--- src/rtl/im_loader_pkg.sv ---
// Shared types and constants for the instruction-memory boot loader.
package im_loader_pkg;

  typedef enum logic [2:0] {
    StIdle,
    StSync,
    StLen,
    StData,
    StChk,
    StDone,
    StErr
  } state_e;

  localparam logic [7:0]  SyncByteDefault = 8'hA5;
  localparam int unsigned ByteCntW        = 2;
  localparam int unsigned LenW            = 8;

endpackage

--- src/rtl/im_loader_word_assembler.sv ---
// Packs a little-endian byte stream into 32-bit words; word_valid pulses the cycle after byte 3.
module im_loader_word_assembler
  import im_loader_pkg::*;
(
  input  logic                clk,
  input  logic                reset,
  input  logic                clear_i,
  input  logic                strobe_i,
  input  logic [7:0]          byte_i,
  output logic [ByteCntW-1:0] byte_cnt_o,
  output logic [31:0]         word_o,
  output logic                word_valid_o
);

  logic [ByteCntW-1:0] cnt_q, cnt_d;
  logic [23:0]         low_q, low_d;
  logic [31:0]         word_q, word_d;
  logic                valid_q, valid_d;

  always_comb begin
    cnt_d   = cnt_q;
    low_d   = low_q;
    word_d  = word_q;
    valid_d = 1'b0;
    if (clear_i) begin
      cnt_d = '0;
    end else if (strobe_i) begin
      cnt_d = cnt_q + 1'b1;
      case (cnt_q)
        2'd0: low_d[7:0]   = byte_i;
        2'd1: low_d[15:8]  = byte_i;
        2'd2: low_d[23:16] = byte_i;
        default: begin
          word_d  = {byte_i, low_q};
          valid_d = 1'b1;
        end
      endcase
    end
  end

  always_ff @(posedge clk or posedge reset) begin
    if (reset) begin
      cnt_q   <= '0;
      low_q   <= '0;
      word_q  <= '0;
      valid_q <= 1'b0;
    end else begin
      cnt_q   <= cnt_d;
      low_q   <= low_d;
      word_q  <= word_d;
      valid_q <= valid_d;
    end
  end

  assign byte_cnt_o   = cnt_q;
  assign word_o       = word_q;
  assign word_valid_o = valid_q;

endmodule

--- src/rtl/im_loader.sv ---
// Boot-time instruction RAM loader: framed byte stream in, one-word RAM writes out, CPU hold.
module im_loader
  import im_loader_pkg::*;
#(
  parameter int unsigned ADDR_BITS = 5,
  parameter logic [7:0]  SYNC_BYTE = SyncByteDefault
) (
  input  logic                 clk,
  input  logic                 reset,
  input  logic                 start,
  input  logic [7:0]           rx_data,
  input  logic                 rx_valid,
  output logic                 rx_ready,
  output logic                 we,
  output logic [ADDR_BITS-1:0] waddr,
  output logic [31:0]          wdata,
  output logic                 cpu_hold,
  output logic                 done,
  output logic                 error
);

  localparam int unsigned Depth = 1 << ADDR_BITS;

  state_e              state_q, state_d;
  logic [LenW-1:0]     len_q, len_d;
  logic [LenW-1:0]     word_idx_q, word_idx_d;
  logic [7:0]          chk_q, chk_d;
  logic [ADDR_BITS-1:0] waddr_q, waddr_d;
  logic                done_q, error_q, hold_q;
  logic                accept, sync_hit, data_strobe, word_last;
  logic [ByteCntW-1:0] byte_cnt;

  assign rx_ready    = (state_q == StSync) || (state_q == StLen) ||
                       (state_q == StData) || (state_q == StChk);
  assign accept      = rx_valid && rx_ready;
  assign sync_hit    = accept && (state_q == StSync) && (rx_data == SYNC_BYTE);
  assign data_strobe = accept && (state_q == StData);
  assign word_last   = data_strobe && (byte_cnt == 2'd3);

  im_loader_word_assembler u_asm (
    .clk          (clk),
    .reset        (reset),
    .clear_i      (sync_hit),
    .strobe_i     (data_strobe),
    .byte_i       (rx_data),
    .byte_cnt_o   (byte_cnt),
    .word_o       (wdata),
    .word_valid_o (we)
  );

  always_comb begin
    state_d    = state_q;
    len_d      = len_q;
    word_idx_d = word_idx_q;
    chk_d      = chk_q;
    waddr_d    = waddr_q;
    case (state_q)
      StIdle, StDone, StErr: if (start) state_d = StSync;
      StSync: if (sync_hit) begin
        state_d    = StLen;
        word_idx_d = '0;
        chk_d      = '0;
      end
      StLen: if (accept) begin
        if ((rx_data == 8'd0) || ({24'd0, rx_data} > Depth)) begin
          state_d = StErr;
        end else begin
          len_d   = rx_data;
          state_d = StData;
        end
      end
      StData: if (data_strobe) begin
        chk_d = chk_q ^ rx_data;
        if (word_last) begin
          waddr_d    = word_idx_q[ADDR_BITS-1:0];
          word_idx_d = word_idx_q + 1'b1;
          if (word_idx_q == len_q - 1'b1) state_d = StChk;
        end
      end
      StChk: if (accept) state_d = (rx_data == chk_q) ? StDone : StErr;
      default: state_d = StIdle;
    endcase
  end

  // Status flags follow the state being entered, so they settle one cycle after the decision.
  always_ff @(posedge clk or posedge reset) begin
    if (reset) begin
      state_q    <= StIdle;
      len_q      <= '0;
      word_idx_q <= '0;
      chk_q      <= '0;
      waddr_q    <= '0;
      done_q     <= 1'b0;
      error_q    <= 1'b0;
      hold_q     <= 1'b1;
    end else begin
      state_q    <= state_d;
      len_q      <= len_d;
      word_idx_q <= word_idx_d;
      chk_q      <= chk_d;
      waddr_q    <= waddr_d;
      done_q     <= (state_d == StDone);
      error_q    <= (state_d == StErr);
      hold_q     <= (state_d != StDone);
    end
  end

  assign waddr    = waddr_q;
  assign done     = done_q;
  assign error    = error_q;
  assign cpu_hold = hold_q;

endmodule

--- config.mk ---
export PLATFORM = sky130hd
export DESIGN_NAME = im_loader
export DESIGN_NICKNAME = d
export VERILOG_FILES = /design/src/rtl/im_loader_pkg.sv /design/src/rtl/im_loader_word_assembler.sv /design/src/rtl/im_loader.sv
export SDC_FILE = /design/constraint.sdc
export NUM_CORES = 1
export LEC_CHECK = 0
export ABC_AREA = 1
export CORE_MARGIN = 1.5
export CORE_UTILIZATION = 25
export DETAILED_ROUTE_END_ITERATION = 8
export PLACE_DENSITY = 0.51
export SKIP_CTS_REPAIR_TIMING = 1
export SYNTH_ARGS = -nofsm -noshare
export SYNTH_HDL_FRONTEND = slang
export SYNTH_SLANG_ARGS = --single-unit
--- constraint.sdc ---
create_clock -name clk -period 8.3 [get_ports clk]
set_input_delay 1.245 -clock clk [delete_from_list [all_inputs] [get_ports clk]]
set_output_delay 1.245 -clock clk [all_outputs]
set_load 0.005 [all_outputs]
# ---- Yosys cells after proc, flatten, opt, wreduce, memory -nomap -nowiden
# Cells that the tools add are included.
dict set report op_classes {
  n_reduce_logical 24
  n_bitwise 4
  n_addsub 3
  eq_ne 18
  n_lt_le_gt_ge 1
  n_mux 21
}
# op count
set ops {}
lappend ops {{two-way mux 8 bit} 4}
lappend ops {{one-hot mux 8 bit (2 select lines)} 2}
lappend ops {{two-way mux 3 bit} 8}
lappend ops {{AND reduction 3 bit} 7}
lappend ops {{== test 8 bit} 2}
lappend ops {{== test 3 bit (second input constant)} 5}
lappend ops {{one-hot mux 3 bit (5 select lines)} 1}
lappend ops {{adder 8 x 1 -> 8 bit (second input constant)} 1}
lappend ops {{== test 8 bit (second input constant)} 1}
lappend ops {{> comparator 8 x 6 -> 1 bit (second input constant)} 1}
lappend ops {{zero test 8 bit} 1}
lappend ops {{subtractor 8 x 1 -> 8 bit (second input constant)} 1}
lappend ops {{bitwise XOR 8 bit} 1}
lappend ops {{== test 3 x 2 -> 1 bit (second input constant)} 2}
lappend ops {{two-way mux 2 bit} 3}
lappend ops {{!= test 2 bit (second input constant)} 3}
lappend ops {{OR reduction 3 bit} 2}
lappend ops {{logical AND 1 bit} 5}
lappend ops {{== test 2 bit (second input constant)} 2}
lappend ops {{logical OR 1 bit} 4}
lappend ops {{AND reduction 4 bit} 1}
lappend ops {{nonzero test 2 bit} 2}
lappend ops {{== test 3 x 1 -> 1 bit (second input constant)} 1}
lappend ops {{zero test 3 bit} 1}
lappend ops {{6 further kinds} 10}
dict set report word_totals {
  word_cells 85
  output_inout_bits 42
  in_bits 12
  ff_bits 94
}

# ---- Depth between registers and ports, before layout
dict set report logic_depth {
  word_depth 11
  mapped_depth 13
  depth_no_buf 13
}

# ---- Cells and area by module
# Synthesis repeated with hierarchy kept, for this count alone.
dict set report hier_totals {
  hier_cells 573
  area_unflattened_um2 4797.1
}
# module seq_area_each_um2 area_per_inst_um2 instances cells_each
set modules_own_cells {}
lappend modules_own_cells {im_loader_word_assembler 1476.4 2539.9 1 270}
lappend modules_own_cells {im_loader 877.1 2257.2 1 303}

# ---- Least setup slack after synthesis
# Ideal clock, no wire load.
dict set report synth_path {
  path_kind {input to register}
  start {input port rx_data[2]}
  end {register len_q[4]}
  path_buffers 0
  setup_time_ns 0.127
  required_time_ns 8.173
  t_arrival_ns 2.251
  stages 9
  path_slack_ns 5.921
  path_cell_list {inv_1 nand4_1 nand2_1 nand2_1 or2_2 nor2_4 inv_1 nand2_1 o21ai_0}
}
dict set report synth_between {
  elab_chain_len 4
  elab_cells_between_ends 5
  cone_classes {1 x order compare; 1 x bitwise; 3 x reduce/logical}
}
# element line
set synth_rtl {}
lappend synth_rtl {{start, declared} im_loader.sv:11} ;# input logic [7:0] rx_data,
lappend synth_rtl {{> comparator 8 x 6 -> 1 bit or zero test 8 bit (tied branches)} im_loader.sv:65} ;# if ((rx_data == 8'd0) || ({24'd0, rx_data} > Depth)) begin
lappend synth_rtl {{logical OR 1 bit *} im_loader.sv:65}
lappend synth_rtl {{NOT 1 bit (no source line) *} --}
lappend synth_rtl {{AND reduction 3 bit (no source line) *} --}
lappend synth_rtl {{end signal, assigned} im_loader.sv:98} ;# len_q <= len_d;
lappend synth_rtl {{end, declared} im_loader.sv:25} ;# logic [LenW-1:0] len_q, len_d;
# Mark *: on every way between the ends. The rest lies on a longest branch, timed or not.
# A chain may end at the register's enable or synchronous reset.

# ---- Worst setup path in the final report
dict set report layout_path {
  start {input port rx_valid}
  end {register error_q, in the netlist error}
}
dict set report layout_between {
  elab_chain_len 7
  elab_cells_between_ends 12
  cone_classes {1 x eq/ne; 6 x mux; 5 x reduce/logical}
}
# element line
set layout_rtl {}
lappend layout_rtl {{start, declared} im_loader.sv:12} ;# input logic rx_valid,
lappend layout_rtl {{logical AND 1 bit *} im_loader.sv:35} ;# assign accept = rx_valid && rx_ready;
lappend layout_rtl {{logical AND 1 bit} im_loader.sv:37} ;# assign data_strobe = accept && (state_q == StData);
lappend layout_rtl {{logical AND 1 bit} im_loader.sv:38} ;# assign word_last = data_strobe && (byte_cnt == 2'd3);
lappend layout_rtl {{two-way mux 3 bit} im_loader.sv:74} ;# if (word_last) begin
lappend layout_rtl {{two-way mux 3 bit} im_loader.sv:72} ;# StData: if (data_strobe) begin
lappend layout_rtl {{one-hot mux 3 bit (5 select lines) *} im_loader.sv:57} ;# case (state_q)
lappend layout_rtl {{== test 3 bit *} im_loader.sv:103} ;# error_q <= (state_d == StErr);
lappend layout_rtl {{end signal, assigned} im_loader.sv:103}
lappend layout_rtl {{end, declared} im_loader.sv:29} ;# logic done_q, error_q, hold_q;
# Marked as above.

==> impl_results.md <==
* Initial antenna violation count at 0
* Crit-path cells: clkdlybuf4s50_1 -> nand2_2 -> clkinv_2 -> nand2_4 -> inv_2 -> nand3_1 -> nor2_1 -> nand2_1 -> nand2_1 -> nand3_1 -> nor2_1
* Post-synth ARST share at 100.0%
* CTS sink cnt at 94
* Final wirelength at roughly 10,000 µm
* Die area at roughly 18,000 µm²
* Total track usage at approximately an eighth
* Syn avg cell area at roughly 8.3 µm²
* Root Driver: clkbuf_16
* Required @ worst endpoint at 8.56 ns
* Final core utilization at a little under a third
* Min Tclk post-route at 3.213 ns
* Pin count of the biggest net entering global routing at between 70 and 80
* Netlist Area Pre-Place at approximately 4200 µm²
* Crit path buf inv count at 3
* Final setup violation count at 0
* Outcome: complete, no violations
* HPWL Detailed at 7078 µm
* Yosys reg bits at between 90 and 100
* Power Total at ~1900 µW
* Dominant cell type by area after synthesis: dfrtp_1
* Clk_skew at between 0.004 and 0.005 ns
* Remaining DRCs at 0
* Synth unique cells at 30
* Main flop type after synthesis: dfrtp_1
* Routed wl met2 at 4984 µm
* Top delay family on crit path: buffers and inverters
* Pins Over Slew Limit at 0
* Synth warn at 0
* Crit-path max cell delay at between 0.5 and 0.6 ns
* Met3 WL post-DR at between 300 and 400 µm
* Core Region at 16,580 µm²
* # diodes at 0
* WL/cell at about 13 µm
* Met1 Wirelength at ~4800 µm
* Clock Latency Late Sink at roughly 0.34 ns
* Post-synth top area share at 54.98%
* Syn Inst Count at 510
* Std-Cell Rows at 47
* I/O pin count at 54
* Final period utilization at slightly below 40%
* First-pass GRT wire length at roughly 18,000 µm
* Uppermost layer routed: met4
* Hold Violations, Final at 0
* DRT Pass-1 Iters at 4
* Leakage power total at 0.002583 µW
* Placer Congestion at 0.8341
* Iteration-0 DRC Markers at 224
* Fin nets at 580
* Pwr/cell area at 352.8 nW/µm²
* Remaining antenna violation count at 0
* Via count at between 3,000 and 4,000
* Die height at roughly 130 µm
* Post-synth EDFFs at 0
* H-Tree Depth at 3
* Vias per inst at ~4.3
* Slew HR at between 30 and 40%
* Max Cap Viol at 0
* Clk buf depth at 2
* Chip width at ~130 µm
* Register area share after synthesis at 55.60%
* GR Overflow Total at 0
* Crit path capture type: register
* Min-delay worst type: register to register
* Unrepaired setup endpoints after global routing: no
* Tightest Pin Transition at about 0.96 ns
* Initial Util at about a quarter
* Synth area leaders: dfrtp_1, nand2_1, o21ai_0
* Vias in the first global route at 3,464
* CP max-delay cell: clkdlybuf4s50_1
* Top-count cell post-synth: nand2_1
* IO Port Bufs at between 50 and 60
* Maximum clock rate at approximately 0.31 GHz
* Syn Nets at between 500 and 600
* Setup TNS at 0 ns
* CTS tree: yes
* CTS Buf Count at 9
* Synth cell count leaders: nand2_1, dfrtp_1, o21ai_0, inv_1, nor2_1
* Maximum VDD drop at approximately 120 µV
* CP arrival at 3.48 ns
* Clock transition at path regs at approximately 0.060 ns
* Startpoint Class: input port
* Layout cells sized above 1 at around 5.1%
* Area delta synth->final at 25.24%
* FILL cells at about 1,800
* WS Path Type: input port to register
* Worst-path maximum fanout at between 50 and 60
==> worst reg2reg max path, delay by kind of cell, from the launching register on <==
| kind | cells | cell delay [ns] |
|---|---|---|
| AND/OR/NAND/NOR | 10 | 1.48 |
| flip-flops | 1 | 0.43 |
| buffers and inverters | 2 | 0.66 |
==> area by class of cell <==
| class | count | area, µm² | area share, % |
|---|---|---|---|
| tap | 220 | 275.3 | 5.192 |
| clock inverter | 6 | 87.58 | 1.652 |
| sequential | 94 | 2354 | 44.39 |
| clock buffer | 9 | 225.2 | 4.248 |
| inverter | 49 | 186.4 | 3.517 |
| multi-input combinational | 354 | 1635 | 30.85 |
| timing repair buffer | 54 | 538.0 | 10.15 |
==> where the power goes <==
| group | leakage [µW] | switching, µW | internal (µW) | total [µW] |
|---|---|---|---|---|
| combinational | 0.00121 | 319 | 319 | 638 |
| sequential | 0.00121 | 135 | 662 | 797 |
| clock | 0.000155 | 173 | 262 | 435 |
| total | 0.00258 | 627 | 1240 | 1870 |
==> registers in the layout (all words and copies together) (netlist names) <==
name	count
chk_q	8
u_asm.word_o	32
error	1
u_asm.low_q	24
u_asm.byte_cnt_o	2
word_idx_q	8
done	1
u_asm.word_valid_o	1
len_q	8
cpu_hold	1
state_q	3
waddr	5
==> metrics by stage <==
stage	hold WS (ns)	worst slack [ns]	area, µm²	std cells
2_1_floorplan	0.4422	4.608	4233	510
3_3_place_gp	0.4618	4.759	4989	771
3_5_place_dp	0.4647	4.685	4989	771
4_1_cts	0.4828	5.032	5301	786
5_1_grt	0.4977	4.762	5301	786
6_report	0.4768	5.087	5301	786
==> placed cells by master (no fill, tap or decap), drive strengths merged, types with 2 or more instances in the layout <==
| cell type | instances |
|---|---|
| nand2 | 200 |
| bufinv | 2 |
| o21bai | 3 |
| xnor2 | 4 |
| a31oi | 2 |
| ha | 6 |
| xor2 | 4 |
| inv | 47 |
| dfrtp | 93 |
| nand3 | 19 |
| clkbuf | 9 |
| or2 | 2 |
| clkdlybuf4s50 | 53 |
| nor2 | 28 |
| o21ai | 57 |
| nor3 | 3 |
| a21oi | 6 |
| clkinv | 6 |
| nand4 | 15 |
==> worst paths after layout <==
| path | start | endpoint | slack (ns) | depth (start not counted) |
|---|---|---|---|---|
| worst min register to register | u_asm.word_o[10]$_DFFE_PP0P_ | u_asm.word_o[10]$_DFFE_PP0P_ | 0.48 | 2 |
| max in group asynchronous | reset | state_q[1]$_DFF_PP0_ | 5.87 | 3 |
| worst max-delay path | rx_valid | error$_DFF_PP0_ | 5.09 | 11 |
| worst min-delay path | u_asm.word_o[10]$_DFFE_PP0P_ | u_asm.word_o[10]$_DFFE_PP0P_ | 0.48 | 2 |
| worst max register to register | state_q[0]$_DFF_PP0_ | error$_DFF_PP0_ | 5.66 | 12 |
| min in group asynchronous | reset | u_asm.word_o[18]$_DFFE_PP0P_ | 1.17 | 2 |
==> metal layers <==
| metal | GRT usage (%) | vias up |
|---|---|---|
| li1 | - | 1728 |
| met1 | 15.67 | 1595 |
| met2 | 21.21 | 52 |
| met3 | 2.397 | 12 |
| met4 | 5.133 | 0 |
| met5 | 0 | - |
==> cells by family after synthesis <==
logic type	share of synthesized area [%]
buffers and inverters	5.764
adders and majority gates	1.774
and+or+nand+nor	26.75
xor gates and xnor gates	1.655
AOI/OAI and AO/OA	8.454
DFF	55.60
No activity file was read; power rests on OpenSTA's default activity.
